**config.mk**
```make
export PLATFORM = sky130hd
export DESIGN_NAME = result_buffer_flat
export DESIGN_NICKNAME = d
export VERILOG_FILES = /design/src/rtl/result_buffer_if.sv /design/src/rtl/result_buffer.sv /design/src/flat_wrapper.sv
export SDC_FILE = /design/constraint.sdc
export NUM_CORES = 1
export LEC_CHECK = 0
export CAP_MARGIN = 10
export CORE_MARGIN = 2
export CORE_UTILIZATION = 50
export DETAILED_ROUTE_END_ITERATION = 10
export PLACE_DENSITY_LB_ADDON = 0.2
export SLEW_MARGIN = 20
export SYNTH_ARGS = -nofsm -noshare
export SYNTH_HDL_FRONTEND = slang
export SYNTH_SLANG_ARGS = --single-unit
export TNS_END_PERCENT = 30
```
**constraint.sdc**
```tcl
create_clock -name clk -period 5.3 [get_ports clk]
set_input_delay 1.59 -clock clk [delete_from_list [all_inputs] [get_ports clk]]
set_output_delay 1.59 -clock clk [all_outputs]
set_load 0.05 [all_outputs]
```
**src/rtl/result_buffer_if.sv**
```systemverilog
// Result-buffer bus: pipeline result strobe on the write side, valid/ready head entry on the read side.
// The master modport belongs to whoever drives the pipeline results and consumes the converted head.
interface result_buffer_if #(
    parameter int ITERATION_WORD_WIDTH = 32,
    parameter int OUTPUT_WIDTH         = 16,
    parameter int FIFO_DEPTH           = 4
);
    localparam int CNT_W = $clog2(FIFO_DEPTH) + 1;

    logic                            in_valid;
    logic [ITERATION_WORD_WIDTH-1:0] in_x;
    logic [ITERATION_WORD_WIDTH-1:0] in_y;
    logic [ITERATION_WORD_WIDTH-1:0] in_z;

    logic                    out_valid;
    logic                    out_ready;
    logic [OUTPUT_WIDTH-1:0] out_x;
    logic [OUTPUT_WIDTH-1:0] out_y;
    logic [OUTPUT_WIDTH-1:0] out_z;
    logic                    out_sat;
    logic [CNT_W-1:0]        count;
    logic                    overflow;

    modport master (
        output in_valid, in_x, in_y, in_z, out_ready,
        input  out_valid, out_x, out_y, out_z, out_sat, count, overflow
    );

    modport slave (
        input  in_valid, in_x, in_y, in_z, out_ready,
        output out_valid, out_x, out_y, out_z, out_sat, count, overflow
    );
endinterface

```
**src/rtl/result_buffer.sv**
```systemverilog
// Converts Q12.20 pipeline results to saturated Q7.8 and queues them in a small FIFO.
// Define RESULT_BUFFER_ROUND_EN for round-half-up conversion; default build truncates.
module result_buffer #(
    parameter int ITERATION_WORD_WIDTH      = 32,
    parameter int ITERATION_WORD_FRAC_WIDTH = 20,
    parameter int OUTPUT_WIDTH              = 16,
    parameter int OUTPUT_FRAC_WIDTH         = 8,
    parameter int FIFO_DEPTH                = 4
) (
    input logic            clk,
    input logic            rst,
    result_buffer_if.slave io_bus
);
    localparam int IW    = ITERATION_WORD_WIDTH;
    localparam int OW    = OUTPUT_WIDTH;
    localparam int EXT_W = IW + 1;
    localparam int SHIFT = ITERATION_WORD_FRAC_WIDTH - OUTPUT_FRAC_WIDTH;
    localparam int PTR_W = $clog2(FIFO_DEPTH);
    localparam int CNT_W = PTR_W + 1;
    localparam int ENT_W = 3 * OW + 1;

    localparam logic [CNT_W-1:0] FULL_COUNT = CNT_W'(FIFO_DEPTH);
    localparam logic signed [EXT_W-1:0] OUT_MAX =
        $signed({{(EXT_W - OW + 1){1'b0}}, {(OW - 1){1'b1}}});
    localparam logic signed [EXT_W-1:0] OUT_MIN =
        $signed({{(EXT_W - OW + 1){1'b1}}, {(OW - 1){1'b0}}});
`ifdef RESULT_BUFFER_ROUND_EN
    localparam logic signed [EXT_W-1:0] ROUND_HALF = EXT_W'(1) <<< (SHIFT - 1);
`endif

    // Returns {sat, value}; one extra bit of headroom so rounding can never wrap.
    function automatic logic [OW:0] f_convert(input logic [IW-1:0] i_word);
        logic signed [EXT_W-1:0] v_ext;
        logic signed [EXT_W-1:0] v_shift;
        v_ext = $signed({i_word[IW-1], i_word});
`ifdef RESULT_BUFFER_ROUND_EN
        v_ext = v_ext + ROUND_HALF;
`endif
        v_shift = v_ext >>> SHIFT;
        if (v_shift > OUT_MAX) begin
            return {1'b1, 1'b0, {(OW - 1){1'b1}}};
        end else if (v_shift < OUT_MIN) begin
            return {1'b1, 1'b1, {(OW - 1){1'b0}}};
        end else begin
            return {1'b0, v_shift[OW-1:0]};
        end
    endfunction

    logic [ENT_W-1:0] r_mem [FIFO_DEPTH];
    logic [PTR_W-1:0] r_wr_ptr;
    logic [PTR_W-1:0] r_rd_ptr;
    logic [CNT_W-1:0] r_count;
    logic             r_overflow;

    logic [OW:0]      w_cx;
    logic [OW:0]      w_cy;
    logic [OW:0]      w_cz;
    logic [ENT_W-1:0] w_entry;
    logic [ENT_W-1:0] w_head;
    logic             w_not_empty;
    logic             w_full;
    logic             w_pop;
    logic             w_push;
    logic             w_drop;

    always_comb begin
        w_cx    = f_convert(io_bus.in_x);
        w_cy    = f_convert(io_bus.in_y);
        w_cz    = f_convert(io_bus.in_z);
        w_entry = {w_cx[OW] | w_cy[OW] | w_cz[OW], w_cx[OW-1:0], w_cy[OW-1:0], w_cz[OW-1:0]};
    end

    assign w_not_empty = (r_count != '0);
    assign w_full      = (r_count == FULL_COUNT);
    assign w_pop       = !rst && w_not_empty && io_bus.out_ready;
    // A full FIFO still accepts a write when the head leaves in the same cycle.
    assign w_push      = !rst && io_bus.in_valid && (!w_full || w_pop);
    assign w_drop      = !rst && io_bus.in_valid && w_full && !w_pop;

    always_ff @(posedge clk) begin
        if (w_push) begin
            r_mem[r_wr_ptr] <= w_entry;
        end
    end

    always_ff @(posedge clk) begin
        if (rst) begin
            r_wr_ptr   <= '0;
            r_rd_ptr   <= '0;
            r_count    <= '0;
            r_overflow <= 1'b0;
        end else begin
            if (w_push) begin
                r_wr_ptr <= r_wr_ptr + PTR_W'(1);
            end
            if (w_pop) begin
                r_rd_ptr <= r_rd_ptr + PTR_W'(1);
            end
            case ({w_push, w_pop})
                2'b10:   r_count <= r_count + CNT_W'(1);
                2'b01:   r_count <= r_count - CNT_W'(1);
                default: r_count <= r_count;
            endcase
            if (w_drop) begin
                r_overflow <= 1'b1;
            end
        end
    end

    // Gating the head with occupancy keeps the outputs at zero after reset.
    assign w_head = w_not_empty ? r_mem[r_rd_ptr] : '0;

    assign io_bus.out_valid = w_not_empty;
    assign io_bus.out_sat   = w_head[ENT_W-1];
    assign io_bus.out_x     = w_head[3*OW-1:2*OW];
    assign io_bus.out_y     = w_head[2*OW-1:OW];
    assign io_bus.out_z     = w_head[OW-1:0];
    assign io_bus.count     = r_count;
    assign io_bus.overflow  = r_overflow;
endmodule

```
**src/flat_wrapper.sv**
```systemverilog
// flat-port wrapper written by rule: the top's interface ports become plain ports
module result_buffer_flat 
#(
    parameter int ITERATION_WORD_WIDTH      = 32,
    parameter int ITERATION_WORD_FRAC_WIDTH = 20,
    parameter int OUTPUT_WIDTH              = 16,
    parameter int OUTPUT_FRAC_WIDTH         = 8,
    parameter int FIFO_DEPTH                = 4
)
  (clk, rst, io_bus_in_valid, io_bus_in_x, io_bus_in_y, io_bus_in_z, io_bus_out_ready, io_bus_out_valid, io_bus_out_x, io_bus_out_y, io_bus_out_z, io_bus_out_sat, io_bus_count, io_bus_overflow);
  result_buffer_if #(.ITERATION_WORD_WIDTH(ITERATION_WORD_WIDTH), .OUTPUT_WIDTH(OUTPUT_WIDTH), .FIFO_DEPTH(FIFO_DEPTH)) io_bus_i ();
  input logic clk;
  input logic rst;
  input wire logic [$bits(io_bus_i.in_valid)-1:0] io_bus_in_valid;
  input wire logic [$bits(io_bus_i.in_x)-1:0] io_bus_in_x;
  input wire logic [$bits(io_bus_i.in_y)-1:0] io_bus_in_y;
  input wire logic [$bits(io_bus_i.in_z)-1:0] io_bus_in_z;
  input wire logic [$bits(io_bus_i.out_ready)-1:0] io_bus_out_ready;
  output wire logic [$bits(io_bus_i.out_valid)-1:0] io_bus_out_valid;
  output wire logic [$bits(io_bus_i.out_x)-1:0] io_bus_out_x;
  output wire logic [$bits(io_bus_i.out_y)-1:0] io_bus_out_y;
  output wire logic [$bits(io_bus_i.out_z)-1:0] io_bus_out_z;
  output wire logic [$bits(io_bus_i.out_sat)-1:0] io_bus_out_sat;
  output wire logic [$bits(io_bus_i.count)-1:0] io_bus_count;
  output wire logic [$bits(io_bus_i.overflow)-1:0] io_bus_overflow;
  assign io_bus_i.in_valid = io_bus_in_valid;
  assign io_bus_i.in_x = io_bus_in_x;
  assign io_bus_i.in_y = io_bus_in_y;
  assign io_bus_i.in_z = io_bus_in_z;
  assign io_bus_i.out_ready = io_bus_out_ready;
  assign io_bus_out_valid = io_bus_i.out_valid;
  assign io_bus_out_x = io_bus_i.out_x;
  assign io_bus_out_y = io_bus_i.out_y;
  assign io_bus_out_z = io_bus_i.out_z;
  assign io_bus_out_sat = io_bus_i.out_sat;
  assign io_bus_count = io_bus_i.count;
  assign io_bus_overflow = io_bus_i.overflow;
  result_buffer #(.ITERATION_WORD_WIDTH(ITERATION_WORD_WIDTH), .ITERATION_WORD_FRAC_WIDTH(ITERATION_WORD_FRAC_WIDTH), .OUTPUT_WIDTH(OUTPUT_WIDTH), .OUTPUT_FRAC_WIDTH(OUTPUT_FRAC_WIDTH), .FIFO_DEPTH(FIFO_DEPTH)) u_core (.clk(clk), .rst(rst), .io_bus(io_bus_i));
endmodule
```
Word-level counts from Yosys, hierarchy flattened
Memory sizes are Yosys's and may differ from the RTL's. A register that Yosys moved wholly into a read port is not among the register bits.
Cells that the tools add are included.
W data, S select, Z words.
- register bits after elaboration: 8
- bits in writable memories: 196
- bits of input ports: 100
- logic and storage cells: 44
- memories: 1
- memories (name ; words ; width ; read ports ; clocked after Yosys merged registers in ; wr ports ; line ; RTL):
    u_core.r_mem ; 4 ; 49 ; 1 ; 1 ; 1 ; result_buffer.sv:49 ; logic [ENT_W-1:0] r_mem [FIFO_DEPTH];
- add/sub/neg operators: 4
- $lt $le $gt $ge: 6
- equal/unequal tests: 3
- muxes and demuxes: 12
- bitwise logic cells: 2
- reduce and logical (&&, ||, !) cells: 12
- operator list (cell ; count):
    $mux W17 ; 6
    $gt A20 B16 Y1 const B ; 3
    $lt A20 B16 Y1 const B ; 3
    $mux W49 ; 1
    $logic_and A1 B1 Y1 ; 6
    $pmux W3 S2 ; 1
    $add A2 B1 Y2 const B ; 2
    $mux W2 ; 2
    $add A3 B1 Y3 const B ; 1
    $eq A3 B3 Y1 const B ; 1
    $logic_not A1 Y1 ; 3
    $reduce_bool A3 Y1 ; 1
    $sub A3 B1 Y3 const B ; 1
    $eq A2 B1 Y1 const B ; 1
    $eq A2 B2 Y1 const B ; 1
    $mux W1 ; 2
    $or A1 B1 Y1 ; 2
    $reduce_bool A2 Y1 ; 1
    $logic_or A1 B1 Y1 ; 1

Logic depth before layout (Yosys ltp)
- depth in word-level cells: 7
- mapped depth: 7
- mapped depth without buffers: 6

Worst setup path after synthesis
Ideal clock, no wire load.
- path type: register to output
- start: register u_core.r_count[2], in the netlist u_core.io_bus.count[2]
- end: output io_bus_out_sat
- arrival time: 1886 ps
- data required time: 3710 ps
- path slack: 1824 ps
- stages on the path, launching flop included: 5
- buffers on the path: 2
- cells stage by stage: dfxtp_1 > buf_2 > nor3_1 > clkbuf_1 > nor2b_1
- cells in the longest elaborated chain, start to end: 2
- RTL lines (what ; line ; RTL):
    from (decl) ; result_buffer.sv:52 ; logic [CNT_W-1:0] r_count;
    from (signal assigned) ; result_buffer.sv:100 ; 2'b10: r_count <= r_count + CNT_W'(1);
    from (signal assigned) ; result_buffer.sv:101 ; 2'b01: r_count <= r_count - CNT_W'(1);
    from (signal assigned) ; result_buffer.sv:102 ; default: r_count <= r_count;
    $reduce_bool A3 Y1 ; result_buffer.sv:73 ; assign w_not_empty = (r_count != '0);
    $mux W49 ; result_buffer.sv:111 ; assign w_head = w_not_empty ? r_mem[r_rd_ptr] : '0;
    to (decl) ; flat_wrapper.sv:23 ; output wire logic [$bits(io_bus_i.out_sat)-1:0] io_bus_out_sat;
No other way between the ends.

==> metrics.cfg <==
[outcome]
status = finished, final reports clean

[cts]
numClockSinks = 206
cts_made_buffers = 20
cts_hold_buf = 0
cts_tree = yes
cts_root_buffer = clkbuf_16
clk_pin_slew_worst_paths_ns = 0.06
clk_path_buf_depth = 3
cts.repair.resized = 0
htreeDepth = 1
cts_setup_buffers = 0
clock_latency_ns = 0.48

[floorplanning]
die_area_mm2 = 0.01801
rows = 47
dieHeight_um = 134.2
die_w_um = 134.2
io_pins = 154
core_mm2 = 0.01658
start_util_pct = 51.12

[critical_path]
path_max_fanout = 35
worstRegToRegCells = 3
worstPathRequired_ns = 3.71
worstReg2RegEnd = u_core.r_mem[0][11]
endpoint_kind = output port
r2r-start = u_core.io_bus.count[2]
crit_chain = buf_12 -> mux4_2 -> nor2b_1 -> clkdlybuf4s50_1
r2r_slack_ns = 3.14
max_stage_delay_ns = 0.79
worst-setup-path-type = flip-flop to output port
critPathLaunchType = flip-flop
cpMaxStageDelayCell = clkdlybuf4s50_1
critPathArrivalTime_ns = 2.87

[cells_and_area]
syn_to_final_growth_pct = 23.76
utilization_pct = 63.26
diodes = 0
layout-drive-gt1-share_pct = 16.72
final_nets = 675
stdcell_area_mm2 = 0.01049

[synthesis]
syn-num-nets = 555
synth_ff_type = edfxtp_1
yosys_warnings = 0
synth_seq_cells = 206
synth.yosys.seq_area_share_pct = 71.79
synth.distinct_cells = 41
synth_cells = 450
synthArstFlopShare_pct = 0
syn_area_per_cell_um2 = 18.84
syn_area_mm2 = 0.008477
synth-edff-count = 196

[min_path]
whs_endpoint = u_core.io_bus.overflow
hp-class = flip-flop to flip-flop
hold_depth = 2
hold_path.startpoint = u_core.io_bus.overflow

[power_and_ir_drop]
leakage_nw = 3.321
power_frac_comb_pct = 22.1
power.switching_mw = 1.107
vdd.ir_drop.worst_v = 0.0002158
p_clk_share_pct = 31.4
switching_share_pct = 27.43
p_seq_share_pct = 46.6
power_density_mw_per_mm2 = 384.8
internal_power_mw = 2.930

[place]
place_area_mm2 = 0.009912
port_buffers = 117
gp_congestion = 0.7151
pre_cts_slack_ns = 1.176
place_hpwl_um = 9661

[timing]
finClkSkew_ns = 0.008586
max-slew-margin-rel_pct = 55.24
worstMarginPinSlew_ns = 0.6715
final-hold-violation-count = 0
fin_setup_tns_ns = 0
period_share_pct = 84.18
setup_viol = 0
min_period_ns = 4.462
max_freq_mhz = 224.1
setup_slack_ns = 0.8384
slew_violations = 0
rsz0062_at_grt = no

[global_routing]
grt_max_degree = 51
antenna_found_initial = 0
grt_pass1_vias = 4794
grt.busiest_layer = met2
grt.total_usage_pct = 18.38
grt_use_met2_pct = 32.17
use_met3_pct = 3.288
grt_pass1_wl_um = 25310
grt_overflow = 0
gr-usage-met1_pct = 23.68

[flow_run]
maxCapViolations = 0

[routing]
drt_pass1_iterations = 4
drtIter0Drc = 236
viasPerCell = 5.600
drtAntennaViolNets = 0
vias = 4480
routedWlPerCell_um = 20.49
drc = 0
wirelength_um = 16390

-- cells in the final DEF (no fill, tap or decap), types with 2 or more instances in the layout --
master	n
a21oi_1	3
and3_2	4
buf_12	4
buf_4	9
clkbuf_1	6
clkbuf_16	21
clkdlybuf4s50_1	117
clkinv_1	2
clkinv_2	2
dfxtp_1	8
edfxtp_1	196
ha_1	4
inv_1	7
mux2i_1	2
mux4_2	49
nand2_1	4
nand3_1	4
nand4_1	3
nor2_1	7
nor2b_1	52
o2111ai_1	3
o21a_1	45
or3_1	2
or4_1	2
xor2_1	3
-- sequential cells by signal, summed over array words and instances (netlist names), named ones only --
signal and count:
u_core.io_bus.count 3, u_core.r_mem 196, u_core.io_bus.overflow 1, u_core.r_wr_ptr 2, u_core.r_rd_ptr 2
-- metrics by stage --
step,hold slack (ns),std cells,power (mW)
after global routing,0.5222,800,4.190
after floorplan,0.4847,450,2.518
after detailed placement,0.4684,768,2.815
after global placement,0.4612,768,2.799
final,0.4909,800,4.037
after CTS,0.4925,800,4.086
-- worst max-delay path by stage --
stage,from,end,cells past startpoint
after global routing,flip-flop,io_bus_out_y[1],4
final,flip-flop,io_bus_out_y[1],4
after floorplan,u_core.io_bus.count[2],io_bus_out_sat,4
after global placement,io_bus_in_valid,u_core.r_mem[0][12],4
after detailed placement,io_bus_in_valid,u_core.r_mem[0][10],4
after CTS,flip-flop,io_bus_out_y[1],4
-- worst max-delay path, delay by kind of cell, from the launching register on --
| family | cells | cell delay [ns] |
|---|---|---|
| buffers and inverters | 2 | 1.12 |
| and+or+nand+nor | 1 | 0.15 |
| muxes | 1 | 0.54 |
| DFF | 1 | 0.55 |
-- Yosys cell counts, types with 3 or more instances --
cell | instances | area [µm²]
clkbuf_1 | 16 | 60.06
and3_2 | 4 | 30.03
dfxtp_1 | 10 | 200.2
nand4_1 | 3 | 18.77
nor2b_1 | 52 | 325.3
ha_1 | 4 | 50.05
edfxtp_1 | 196 | 5886
nor2_1 | 7 | 26.28
xor2_1 | 3 | 26.28
buf_1 | 3 | 11.26
inv_1 | 7 | 26.28
o21a_1 | 45 | 337.8
nand2_1 | 4 | 15.01
nand3_1 | 4 | 20.02
o2111ai_1 | 3 | 26.28
buf_6 | 4 | 45.04
buf_2 | 6 | 30.03
buf_4 | 3 | 22.52
a21oi_1 | 3 | 15.01
mux4_2 | 49 | 1104
-- layer usage --
layer / routed length, µm / vias to the layer above
li1: - / 2023
met1: 6902 / 2311
met2: 8412 / 126
met3: 813 / 20
met4: 264 / 0
met5: 0 / -
-- area by class of cell --
type	count	area, µm²
fillers	1196	6092
flip-flops and latches	206	6091
multi-input cells	205	2201
repair buffers	130	1319
clock buffers	28	561.8
well taps	220	275.3
inverters	7	26.28
clock inverters	4	17.52
-- cells by family after synthesis --
logic type	share of synthesized area [%]
XOR/XNOR	0.4134
AND/OR/NAND/NOR	6.096
adder cells (fa/ha/maj)	0.8266
flip-flops	71.79
buffers and inverters	2.303
multiplexers	13.25
AO/OA/AOI/OAI	5.314
-- power by group through the flow --
| stage | logic (mW) | clock network [mW] | registers, mW |
|---|---|---|---|
| after floorplan | 0.620 | 0 | 1.90 |
| after global placement | 0.888 | 0 | 1.91 |
| after detailed placement | 0.899 | 0 | 1.92 |
| after CTS | 0.903 | 1.30 | 1.88 |
| after global routing | 0.938 | 1.37 | 1.89 |
| final | 0.891 | 1.27 | 1.88 |
No activity file was read; power rests on OpenSTA's default activity.
